### src/rtl/dnn_seq_ctrl.sv
// Operand sequencer for a small DNN datapath: streams a 28-word batch (or a 4-word
// x-only batch when weights are reused), strobes the datapath, then collects two results.
module dnn_seq_ctrl #(
  parameter int IN_HOLD = 5,
  parameter int TIMEOUT = 64
) (
  input  logic               clk,
  input  logic               rst_n,
  input  logic               s_valid,
  output logic               s_ready,
  input  logic signed [4:0]  s_data,
  input  logic               cfg_keep_w,
  output logic [19:0]        dp_x,
  output logic [79:0]        dp_w1,
  output logic [39:0]        dp_w2,
  output logic               dp_in_ready,
  input  logic signed [16:0] dp_out0,
  input  logic signed [16:0] dp_out1,
  input  logic               dp_out0_ready,
  input  logic               dp_out1_ready,
  output logic               r_valid,
  input  logic               r_ready,
  output logic signed [16:0] r_out0,
  output logic signed [16:0] r_out1,
  output logic               r_timeout,
  output logic               busy
);

  typedef enum logic [1:0] {LOAD, FIRE, WAIT, RESULT} state_t;

  state_t     state, state_nxt;
  logic [4:0] cnt;
  logic [3:0] hold_cnt;
  logic [7:0] wait_cnt;
  logic       short_batch, w_loaded, got0, got1;
  logic       accept, is_short, last_word, take0, take1, both, wait_expired, hold_done, r_fire;

  always_ff @(posedge clk or negedge rst_n) begin
    if (!rst_n) state <= LOAD;
    else        state <= state_nxt;
  end

  always_comb begin
    state_nxt    = state;
    s_ready      = 1'b0;
    dp_in_ready  = 1'b0;
    r_valid      = 1'b0;
    accept       = 1'b0;
    take0        = 1'b0;
    take1        = 1'b0;
    both         = 1'b0;
    wait_expired = 1'b0;
    hold_done    = 1'b0;
    r_fire       = 1'b0;
    // Batch length is decided by the first word; afterwards the latched choice applies.
    is_short     = (cnt == 5'd0) ? (cfg_keep_w & w_loaded) : short_batch;
    last_word    = is_short ? (cnt == 5'd3) : (cnt == 5'd27);
    case (state)
      LOAD: begin
        s_ready = 1'b1;
        accept  = s_valid;
        if (accept && last_word) state_nxt = FIRE;
      end
      FIRE: begin
        dp_in_ready = 1'b1;
        take0       = dp_out0_ready & ~got0;
        take1       = dp_out1_ready & ~got1;
        hold_done   = (hold_cnt == 4'(IN_HOLD - 1));
        if (hold_done) state_nxt = WAIT;
      end
      WAIT: begin
        take0        = dp_out0_ready & ~got0;
        take1        = dp_out1_ready & ~got1;
        both         = (got0 | dp_out0_ready) & (got1 | dp_out1_ready);
        wait_expired = (wait_cnt == 8'(TIMEOUT - 1));
        if (both || wait_expired) state_nxt = RESULT;
      end
      RESULT: begin
        r_valid = 1'b1;
        r_fire  = r_ready;
        if (r_ready) state_nxt = LOAD;
      end
      default: state_nxt = LOAD;
    endcase
  end

  assign busy = !((state == LOAD) && (cnt == 5'd0));

  always_ff @(posedge clk or negedge rst_n) begin
    if (!rst_n) begin
      cnt         <= 5'd0;
      short_batch <= 1'b0;
      w_loaded    <= 1'b0;
      hold_cnt    <= 4'd0;
      wait_cnt    <= 8'd0;
      got0        <= 1'b0;
      got1        <= 1'b0;
      r_timeout   <= 1'b0;
    end else begin
      if (accept) begin
        if (cnt == 5'd0) short_batch <= is_short;
        if (last_word) begin
          cnt <= 5'd0;
          if (!is_short) w_loaded <= 1'b1;
        end else begin
          cnt <= cnt + 5'd1;
        end
      end
      hold_cnt <= (state == FIRE) ? hold_cnt + 4'd1 : 4'd0;
      wait_cnt <= (state == WAIT) ? wait_cnt + 8'd1 : 8'd0;
      if (take0) got0 <= 1'b1;
      if (take1) got1 <= 1'b1;
      if ((state == WAIT) && (state_nxt == RESULT)) r_timeout <= !both;
      if (r_fire) begin
        got0      <= 1'b0;
        got1      <= 1'b0;
        r_timeout <= 1'b0;
      end
    end
  end

  // Operand registers: slot chosen by word index, x first, then w1 block, then w2 block.
  always_ff @(posedge clk or negedge rst_n) begin
    if (!rst_n) begin
      dp_x   <= '0;
      dp_w1  <= '0;
      dp_w2  <= '0;
      r_out0 <= '0;
      r_out1 <= '0;
    end else begin
      if (accept) begin
        for (int i = 0; i < 4; i++)
          if (cnt == 5'(i)) dp_x[19 - 5*i -: 5] <= s_data;
        for (int i = 0; i < 16; i++)
          if (cnt == 5'(i + 4)) dp_w1[79 - 5*i -: 5] <= s_data;
        for (int i = 0; i < 8; i++)
          if (cnt == 5'(i + 20)) dp_w2[39 - 5*i -: 5] <= s_data;
      end
      if (take0) r_out0 <= dp_out0;
      if (take1) r_out1 <= dp_out1;
      // Clear on hand-off so a result that never arrives in the next batch reads 0.
      if (r_fire) begin
        r_out0 <= '0;
        r_out1 <= '0;
      end
    end
  end

endmodule

### config.mk
export PLATFORM = sky130hd
export DESIGN_NAME = dnn_seq_ctrl
export DESIGN_NICKNAME = d
export VERILOG_FILES = /design/src/rtl/dnn_seq_ctrl.sv
export SDC_FILE = /design/constraint.sdc
export NUM_CORES = 1
export LEC_CHECK = 0
export ABC_AREA = 1
export CELL_PAD_IN_SITES_DETAIL_PLACEMENT = 2
export CELL_PAD_IN_SITES_GLOBAL_PLACEMENT = 2
export CORE_UTILIZATION = 30
export DETAILED_ROUTE_END_ITERATION = 10
export GPL_ROUTABILITY_DRIVEN = 0
export PLACE_DENSITY = 0.94
export REMOVE_ABC_BUFFERS = 1
export SETUP_SLACK_MARGIN = 0.15
export SLEW_MARGIN = 0
export SYNTH_ARGS = -nofsm -noshare
export SYNTH_HDL_FRONTEND = slang
export SYNTH_SLANG_ARGS = --single-unit
### constraint.sdc
create_clock -name clk -period 2.9 [get_ports clk]
set_clock_uncertainty 0.15 [all_clocks]
set_input_delay 0.29 -clock clk [delete_from_list [all_inputs] [get_ports clk]]
set_output_delay 0.29 -clock clk [all_outputs]
set_load 0.03 [all_outputs]
==> key figures, run 1 <==
Worst hold path
  – Hold Crit Depth: 3
  – Worst Hold Class: input pin to flip-flop
  – Hold Startpoint: dp_out0[5]

Layout
  – Diode count: 0
  – Share of cells above drive strength 1: 0.0722
  – Filler cells: 2691
  – Area grow syn2layout: 41.3%
  – Fin area: 11100 µm²
  – Nets: 1084
  – Final core utilization: 0.437

Route
  – Wire per inst: 20.2 µm
  – Vias/cell: 4.91
  – Residual DRC count: 0
  – Routed wire length: 27600 µm
  – 1st-iter DRT viols: 287
  – Remaining antenna violation count: 0
  – Via count: 6723
  – First-pass DRT Iterations: 4

Synth
  – Top FF cell, synth: dfrtp_1
  – Synth top cells by count: 198 x dfrtp_1, 164 x nand2_1, 137 x o21ai_0
  – Synth warnings: 0
  – Post-synthesis instance area: 7870 µm²
  – Synth top area share: 0.629
  – Synth cell types: 33
  – Top post-synthesis cells by area: dfrtp_1 63%, o21ai_0 8.7%, nand2_1 7.8%, a21oi_1 3.7%, inv_1 3.1%
  – Syn Area/Cell: 9.94 µm²
  – Yosys reg bits: 198
  – Sequential share of the synthesized area: 0.629
  – Syn Inst Count: 792
  – Cell taking the most area after synthesis: dfrtp_1
  – Post-synth EDFFs: 0
  – Post-synth ARST share: 1.00
  – Most common cell in the netlist: dfrtp_1

Global routing
  – Vias in the first global route: 7751
  – Largest net degree at the start of global routing: 76
  – All-Layer GR Usage: 0.214
  – Grt ovf: 0
  – First-pass GRT wire length: 43900 µm
  – Initial antenna violation count: 1

STA
  – Final setup viols: 0
  – Slew headroom: 0.249
  – Setup TNS: 0 ps
  – Slew Limit Fails: 0
  – Final worst setup slack: 323 ps
  – FMAX: 388 MHz
  – Slew at the pin closest to its max-slew limit: 1120 ps
  – Fin crit period: 2580 ps
  – RSZ-0062 raised after global routing: false
  – Final hold vios: 0
  – Final Cycle Share: 0.889

Floorplan
  – Core area: 25500 µm²
  – Std cell rows: 58
  – Die area: 26900 µm²
  – Top Ports: 225
  – Die Width: 164 µm
  – Die H: 164 µm
  – Initial core utilization: 0.309

Worst setup path
  – R2R Path Start: state[0]
  – CP Class: flip-flop to output port
  – CP Capture Type: output port
  – Crit path DAT: 2140 ps
  – Worst-path fanout max: 7
  – Required @ worst endpoint: 2460 ps
  – Crit path from: state[0]
  – R2R cell count: 8
  – CP startpoint kind: flip-flop

Clocking
  – Clock-pin slew on the worst setup and hold paths: 80 ps
  – Clock buffer depth: 2
  – Cts bufs inserted: 17
  – Clk Latency, worst-skew pair: 440 ps
  – Root buffer selected by CTS: clkbuf_16
  – CTS sink count: 198
  – H-tree depth: 4
  – TritonCTS clock tree: built

Status
  – Status: complete, no violations

Placement
  – Port buffer count: 224
  – Pre-CTS WS: 369 ps
  – Hpwl dp: 19700 µm
  – Placement Cell Area: 10500 µm²

Power and ir drop
  – Worst IR Drop VDD: 0.646 mV
  – Lkg Pwr: 4.96 nW
  – Total Power: 0.0136 W
  – PD cells: 1220 nW/µm²

Job
  – Max-cap violations: 0
flip-flops by register name, indices dropped and copies added (netlist names), 2 cells and up:
register / count
dp_w1: 80
dp_w2: 40
dp_x: 20
r_out0: 17
r_out1: 17
wait_cnt: 8
cnt: 5
hold_cnt: 4
state: 2
timing repair:
action,CTS,global route
setup endpoints to repair,1,1
endpoints found under the hold margin,73,0
hold buffers,1,0
resized for setup,1,0
buffers inserted,0,1
final cells by class:
cell class / instances / area, µm² / share of cell area
clock inverters: 14 / 149 / 0.0134
multi-input cells: 499 / 2530 / 0.228
flip-flops and latches: 198 / 4950 / 0.445
inverters: 77 / 297 / 0.0267
well taps: 330 / 413 / 0.0371
clock buffers: 18 / 439 / 0.0395
repair buffers: 233 / 2340 / 0.210
worst max-delay path, cell delays in order, from the launching register on:
cell,delay [ps]
dfrtp_1,440
inv_1,130
ha_1,340
clkdlybuf4s50_1,780
cells in the final DEF, fill, tap and decap left out, types with 2 or more instances in the layout:
master,netlist,routed
a21oi_1,58,58
buf_12,0,2
buf_4,1,6
clkbuf_16,0,17
clkbuf_8,0,2
clkdlybuf4s50_1,0,222
clkinv_1,7,7
clkinv_4,0,3
clkinv_8,0,2
dfrtp_1,198,198
ha_1,12,12
inv_1,65,65
inv_2,3,3
inv_6,1,4
inv_8,0,5
nand2_1,164,164
nand2_2,7,7
nand3_1,23,23
nand3_2,5,5
nand4_1,2,2
nand4_4,3,3
nor2_1,62,62
nor2_4,4,4
nor3_4,8,8
o21ai_0,137,137
o21ai_1,2,2
o22ai_1,3,3
cells by family (layout without fill, tap and decap cells):
group / after synthesis / in the layout / share of synthesized area
AOI/OAI and AO/OA: 202 / 202 / 0.129
xor gates and xnor gates: 2 / 2 / 0.00223
adders and majority gates: 12 / 12 / 0.0191
buffers and inverters: 95 / 342 / 0.0490
DFF: 198 / 198 / 0.629
and+or+nand+nor: 283 / 283 / 0.171
metal layers:
metal  vias to the layer above  share of wire  GRT usage
met1                      3440           0.40      0.240
met2                       198           0.52      0.389
met3                        32          0.067     0.0641
li1                       3053              -          -
met5                         -              0          0
met4                         0          0.017     0.0636
path summary, 6_finish.rpt:
check                      slack, ps     endpoint
max in group asynchronous       1480      dp_x[5]
min in group asynchronous        300    r_out1[2]
hold / removal                   250    r_out0[5]
hold reg to reg                  330  wait_cnt[0]
setup reg to reg                 450    dp_w1[32]
setup / recovery                 320      s_ready
metrics by stage:
| stage | std cells | hold slack [ps] |
|---|---|---|
| 3_5_place_dp | 1335 | 227 |
| 3_3_place_gp | 1335 | 221 |
| 6_report | 1369 | 255 |
| 4_1_cts | 1368 | 246 |
| 2_1_floorplan | 774 | -156 |
| 5_1_grt | 1369 | 261 |
power breakdown:
group | switching, W | internal [W] | leakage [nW]
combinational | 0.00410 | 0.00243 | 2.08
sequential | 0.000816 | 0.00386 | 2.59
clock | 0.00124 | 0.00118 | 0.287
total | 0.00616 | 0.00746 | 4.96
Power figures use the tool's default switching activity.
==> run 2, diff against run 1 <==
CORE_MARGIN = 2   (was not set)
==> run 2 against run 1 <==
  * Power increased by 0.62%
  * Hold slack improved by 10 ps
  * Cell area increased by 0.37%
==> key figures, run 2 (synthesis gave the netlist of run 1 again) <==
STA
  – Final setup viols: 0 (unchanged)
  – RSZ-0062 raised after global routing: false (unchanged)
  – Fin crit period: 2580 ps (about the same)
  – Slew headroom: 0.271 (was 0.249)
  – Slew at the pin closest to its max-slew limit: 1090 ps (was 1120 ps)
  – Slew Limit Fails: 0 (unchanged)
  – FMAX: 387 MHz (was 388 MHz)
  – Setup TNS: 0 ps (unchanged)
  – Final Cycle Share: 0.891 (was 0.889)
  – Final hold vios: 0 (unchanged)
  – Final worst setup slack: 315 ps (was 323 ps)

Global routing
  – All-Layer GR Usage: 0.206 (was 0.214)
  – Vias in the first global route: 7608 (was 7751)
  – Initial antenna violation count: 1 (unchanged)
  – First-pass GRT wire length: 44400 µm (was 43900 µm)
  – Largest net degree at the start of global routing: 78 (was 76)
  – Grt ovf: 0 (unchanged)

Power and ir drop
  – Total Power: 0.0137 W (was 0.0136 W)
  – Worst IR Drop VDD: 0.521 mV (was 0.646 mV)
  – Lkg Pwr: 4.98 nW (was 4.96 nW)
  – PD cells: 1230 nW/µm² (was 1220 nW/µm²)

Layout
  – Largest register FFs: 80 (unchanged)
  – Area grow syn2layout: 41.8% (was 41.3%)
  – Largest registers: dp_w1 x80, dp_w2 x40, dp_x x20 (unchanged)
  – Register with the most flip-flops: dp_w1 (unchanged)
  – Commonest non-fill, non-tap cells in the layout: 222 x clkdlybuf4s50_1, 198 x dfrtp_1, 164 x nand2_1 (unchanged)
  – Fin area: 11200 µm² (was 11100 µm²)
  – Commonest non-fill, non-tap cell in the layout: clkdlybuf4s50_1 (unchanged)
  – Nets: 1088 (was 1084)
  – Share of cells above drive strength 1: 0.0749 (was 0.0722)

Clocking
  – Clk Latency, worst-skew pair: 440 ps (about the same)
  – Root buffer selected by CTS: clkbuf_16 (unchanged)
  – H-tree depth: 4 (unchanged)
  – Cts bufs inserted: 17 (unchanged)
  – Clock-pin slew on the worst setup and hold paths: 80 ps (about the same)
  – CTS sink count: 198 (unchanged)
  – TritonCTS clock tree: built (unchanged)
  – Clock buffer depth: 2 (unchanged)

Route
  – Residual DRC count: 0 (unchanged)
  – Routed wire length: 27800 µm (was 27600 µm)
  – Vias/cell: 4.84 (was 4.91)
  – 1st-iter DRT viols: 389 (was 287)
  – Wire per inst: 20.2 µm (about the same)
  – First-pass DRT Iterations: 5 (was 4)
  – Via count: 6664 (was 6723)
  – Remaining antenna violation count: 0 (unchanged)

Worst setup path
  – Worst-path fanout max: 7 (unchanged)
  – CP startpoint kind: flip-flop (unchanged)
  – CP Capture Type: output port (unchanged)
  – Crit path DAT: 2140 ps (about the same)
  – CP Class: flip-flop to output port (unchanged)
  – Required @ worst endpoint: 2460 ps (about the same)

Floorplan
  – Std cell rows: 59 (was 58)
  – Initial core utilization: 0.304 (was 0.309)
  – Core area: 25900 µm² (was 25500 µm²)
  – Top Ports: 225 (unchanged)
  – Die H: 166 µm (was 164 µm)
  – Die Width: 166 µm (was 164 µm)
  – Die area: 27600 µm² (was 26900 µm²)

Job
  – Max-cap violations: 0 (unchanged)

Placement
  – Port buffer count: 224 (unchanged)
  – Pre-CTS WS: 299 ps (was 369 ps)
  – Placement Cell Area: 10600 µm² (was 10500 µm²)
  – Hpwl dp: 20100 µm (was 19700 µm)

Worst hold path
  – Worst Hold Class: input pin to flip-flop (unchanged)

Status
  – Status: complete, no violations (unchanged)
-- run 2: report_power, final --
| group | leakage, nW | internal [W] | switching [W] |
|---|---|---|---|
| registers | 2.59 | 0.00386 | 0.000809 |
| clock network | 0.291 | 0.00132 | 0.00116 |
| logic | 2.10 | 0.00244 | 0.00411 |
-- run 2: cell type report --
class                      instances  area (µm²)
fill                            2745       14700
sequential                       198        4950
clock buffer                      18         439
timing repair buffer             237        2360
clock inverter                    13         164
tap                              335         419
antenna                            1        2.50
inverter                          77         297
multi-input combinational        499        2530
-- run 2: routing by layer --
metal | vias to the layer above | GRT usage | part of all wire
li1 | 3058 | - | -
met1 | 3392 | 0.240 | 0.40
met2 | 193 | 0.378 | 0.53
met3 | 21 | 0.0565 | 0.055
met4 | 0 | 0.0420 | 0.012
met5 | - | 0 | 0
-- run 2: worst max-delay path, cell delays in order (launching register included) --
cell             delay, ps
dfrtp_1                440
inv_1                  130
ha_1                   370
clkdlybuf4s50_1        760
-- run 2: repair_timing --
action	in CTS	in global routing
buffers inserted	0	0
gates resized for setup	1	0
setup endpoints to repair	1	0
hold buffers	1	0
endpoints found under the hold margin	73	0
-- run 2: path summary, 6_finish.rpt --
| path | slack, ps | from | endpoint | cells after the start |
|---|---|---|---|---|
| max in group asynchronous | 1450 | rst_n | dp_w1[6] | 3 |
| min | 260 | dp_out0[6] | r_out0[6] | 3 |
| max | 320 | state[0] | s_ready | 3 |
| min reg2reg | 320 | wait_cnt[0] | wait_cnt[0] | 1 |
| min in group asynchronous | 290 | rst_n | hold_cnt[0] | 2 |
| max reg2reg | 410 | state[0] | dp_w1[37] | 6 |
-- run 2: per-stage QoR --
step | utilization | hold WS (ps) | std cells
6_report | 0.431 | 265 | 1378
3_3_place_gp | 0.407 | 226 | 1345
5_1_grt | 0.431 | 268 | 1377
3_5_place_dp | 0.407 | 227 | 1345
4_1_cts | 0.431 | 254 | 1377
2_1_floorplan | - | -156 | 774
==> run 3, diff against run 2 <==
ABC_CLOCK_PERIOD_IN_PS = 2900   (was not set)
CTS_BUF_LIST = sky130_fd_sc_hd__clkbuf_8   (was not set)
DONT_BUFFER_PORTS = 1   (was not set)
PLACE_DENSITY = 0.76   (was 0.94)
==> run 3 against run 2 <==
  * The run now ends with negative hold slack left
  * First-iteration DRC count shrank 28%
  * Register-to-register slack improved by 40 ps
  * Non-clock buffer count shrank 195
  * Sequential power up 47%
  * Worst setup slack better by 130 ps
==> key figures, run 3 (synthesis gave the netlist of run 1 again) <==
Status
  – Status: finished, violations left (was complete, no violations)
  – Failing checks: negative hold slack

Floorplan
  – Initial core utilization: 0.304 (unchanged)
  – Top Ports: 225 (unchanged)
  – Die area: 27600 µm² (unchanged)
  – Die H: 166 µm (unchanged)
  – Std cell rows: 59 (unchanged)
  – Die Width: 166 µm (unchanged)
  – Core area: 25900 µm² (unchanged)

Power and ir drop
  – NetSw: 0.00547 W (was 0.00608 W)
  – Internal: 0.00518 W (was 0.00762 W)
  – Sequential share of power: 0.646 (was 0.341)
  – PD cells: 1190 nW/µm² (was 1230 nW/µm²)
  – Total Power: 0.0106 W (was 0.0137 W)
  – Logic pwr share: 0.194 (was 0.478)
  – Worst IR Drop VDD: 0.455 mV (was 0.521 mV)
  – Clk pwr share: 0.160 (was 0.182)
  – Sw Share: 0.514 (was 0.444)
  – Lkg Pwr: 4.16 nW (was 4.98 nW)

Layout
  – Commonest non-fill, non-tap cells in the layout: 198 x dfrtp_1, 164 x nand2_1, 137 x o21ai_0 (was 222 x clkdlybuf4s50_1, 198 x dfrtp_1, 164 x nand2_1)
  – Nets: 893 (was 1088)
  – Area grow syn2layout: 13.9% (was 41.8%)
  – Diode count: 0 (was 1)
  – Commonest non-fill, non-tap cell in the layout: dfrtp_1 (was clkdlybuf4s50_1)
  – Largest registers: dp_w1 x80, dp_w2 x40, dp_x x20 (unchanged)
  – Final Non-Filler Cells: 1182 (was 1378)
  – Register with the most flip-flops: dp_w1 (unchanged)
  – Share of cells above drive strength 1: 0.0850 (was 0.0749)
  – Largest register FFs: 80 (unchanged)

Job
  – Max-cap violations: 0 (unchanged)

Clocking
  – TritonCTS clock tree: built (unchanged)
  – Post-CTS Hold Buffers: 35 (was 1)
  – Root buffer selected by CTS: clkbuf_8 (was clkbuf_16)
  – Clk Latency, worst-skew pair: 470 ps (was 440 ps)
  – H-tree depth: 4 (unchanged)
  – Clock buffer depth: 2 (unchanged)
  – CTS sink count: 198 (unchanged)
  – Clock-pin slew on the worst setup and hold paths: 110 ps (was 80 ps)
  – Cts bufs inserted: 17 (unchanged)

Worst setup path
  – CP Capture Type: flip-flop (was output port)
  – CP startpoint kind: flip-flop (unchanged)
  – Crit path DAT: 2660 ps (was 2140 ps)
  – Top cell by count, worst path: nand3_1
  – CP Cell Sequence: inv_1, ha_1, inv_2, nor2_1, nand2_1, nand2_2, nand3_1, nand2_1, nand3_1, nand3_2, nand3_1, nand3_1, nand2_1 (was inv_1, ha_1, clkdlybuf4s50_1)
  – Required @ worst endpoint: 3110 ps (was 2460 ps)
  – Critical Path Slowest Stage Cell: dfrtp_1 (was clkdlybuf4s50_1)
  – Worst-path fanout max: 5 (was 7)
  – Worst path top cell family by delay: simple AND/OR/NAND/NOR gates (was buffers and inverters)
  – R2r setup slk: 450 ps (was 410 ps)
  – CP Class: flip-flop to flip-flop (was flip-flop to output port)
  – Worst path bufs/invs: 2 (unchanged)
  – Delay of the slowest critical-path stage: 410 ps (was 760 ps)

Route
  – 1st-iter DRT viols: 280 (was 389)
  – Routed wire length: 23900 µm (was 27800 µm)
  – Remaining antenna violation count: 0 (unchanged)
  – First-pass DRT Iterations: 4 (was 5)
  – Via count: 5765 (was 6664)
  – Residual DRC count: 0 (unchanged)
  – Wire per inst: 20.2 µm (about the same)
  – Vias/cell: 4.88 (was 4.84)

Placement
  – Port buffer count: 0 (was 224)
  – Placed cells: 1116 (was 1345)
  – Hpwl dp: 16200 µm (was 20100 µm)

Global routing
  – Largest net degree at the start of global routing: 199 (was 78)
  – Grt ovf: 0 (unchanged)
  – Vias in the first global route: 6486 (was 7608)
  – First-pass GRT wire length: 38900 µm (was 44400 µm)
  – All-Layer GR Usage: 0.178 (was 0.206)
  – Initial antenna violation count: 0 (was 1)

STA
  – Final hold vios: 198 (was 0)
  – Fin crit period: 2450 ps (was 2580 ps)
  – FMAX: 407 MHz (was 387 MHz)
  – Setup TNS: 0 ps (unchanged)
  – Slew headroom: 0.291 (was 0.271)
  – Slew at the pin closest to its max-slew limit: 1060 ps (was 1090 ps)
  – RSZ-0062 raised after global routing: false (unchanged)
  – Final setup viols: 0 (unchanged)
  – Final Cycle Share: 0.846 (was 0.891)
  – Slew Limit Fails: 0 (unchanged)
  – Worst hold slack: -654 ps (was 265 ps)

Worst hold path
  – Worst Hold Class: input pin to asynchronous set/reset pin (was input pin to flip-flop)
[run 3: changes by cell type in the layout (fill, tap and decap cells not counted), sizes merged]
| cell | previous run | this run |
|---|---|---|
| dlygate4sd2 | 1 | 0 |
| clkdlybuf4s50 | 222 | 0 |
| buf | 12 | 7 |
| clkbuf | 19 | 18 |
| clkinv | 10 | 13 |
| dlygate4sd3 | 1 | 35 |
| inv | 76 | 75 |
| diode | 1 | 0 |
| bufinv | 2 | 0 |
[run 3: layout make-up]
cell class	count	area (µm²)
clock inverters	13	116
flip-flops and latches	198	4950
clock buffers	18	248
fillers	2809	16900
repair buffers	42	403
well taps	335	419
multi-input cells	499	2530
inverters	77	297
[run 3: per-layer routing]
layer / share of wire / global-route usage / up-vias
li1: - / - / 2653
met1: 0.40 / 0.208 / 2921
met2: 0.50 / 0.307 / 172
met3: 0.096 / 0.0755 / 19
met4: 0.010 / 0.0378 / 0
met5: 0 / 0 / -
[run 3: repair_timing]
action | 4_1_cts | 5_1_grt
gates resized for setup | 0 | 0
setup buffers | 0 | 0
endpoints found under the hold margin | 236 | 198
[run 3: worst reg2reg max path: stages (launching register included)]
cell and delay (ps):
dfrtp_1 410, inv_1 140, ha_1 190, inv_2 100, nor2_1 300, nand2_1 160
nand2_2 120, nand3_1 90, nand2_1 130, nand3_1 180, nand3_2 150, nand3_1 80
nand3_1 80, nand2_1 70
[run 3: power by group through the flow]
stage / logic, W / registers (W) / clock network (W)
3_3_place_gp: 0.00188 / 0.00691 / 0
3_5_place_dp: 0.00205 / 0.00695 / 0
5_1_grt: 0.00243 / 0.00704 / 0.00189
4_1_cts: 0.00209 / 0.00691 / 0.00179
6_report: 0.00207 / 0.00688 / 0.00170
2_1_floorplan: 0.00154 / 0.00655 / 0
[run 3: path summary, 6_finish.rpt]
| kind | start | cells after the start | endpoint |
|---|---|---|---|
| min reg2reg | wait_cnt[0] | 1 | wait_cnt[0] |
| min in group clk | s_data[4] | 2 | dp_w2[4] |
| max reg2reg | cnt[0] | 13 | r_timeout |
| min | rst_n | 0 | dp_w1[79] |
| max in group asynchronous | rst_n | 0 | dp_w2[25] |
| max | cnt[0] | 13 | r_timeout |
[run 3: per-stage QoR]
| step | util | cell area, µm² | setup WS (ps) |
|---|---|---|---|
| global route | 0.346 | 8970 | 198 |
| CTS | 0.346 | 8970 | 409 |
| global placement | 0.319 | 8260 | 553 |
| floorplan | - | 7780 | 37.7 |
| detailed placement | 0.319 | 8260 | 430 |
| finish | 0.346 | 8970 | 446 |
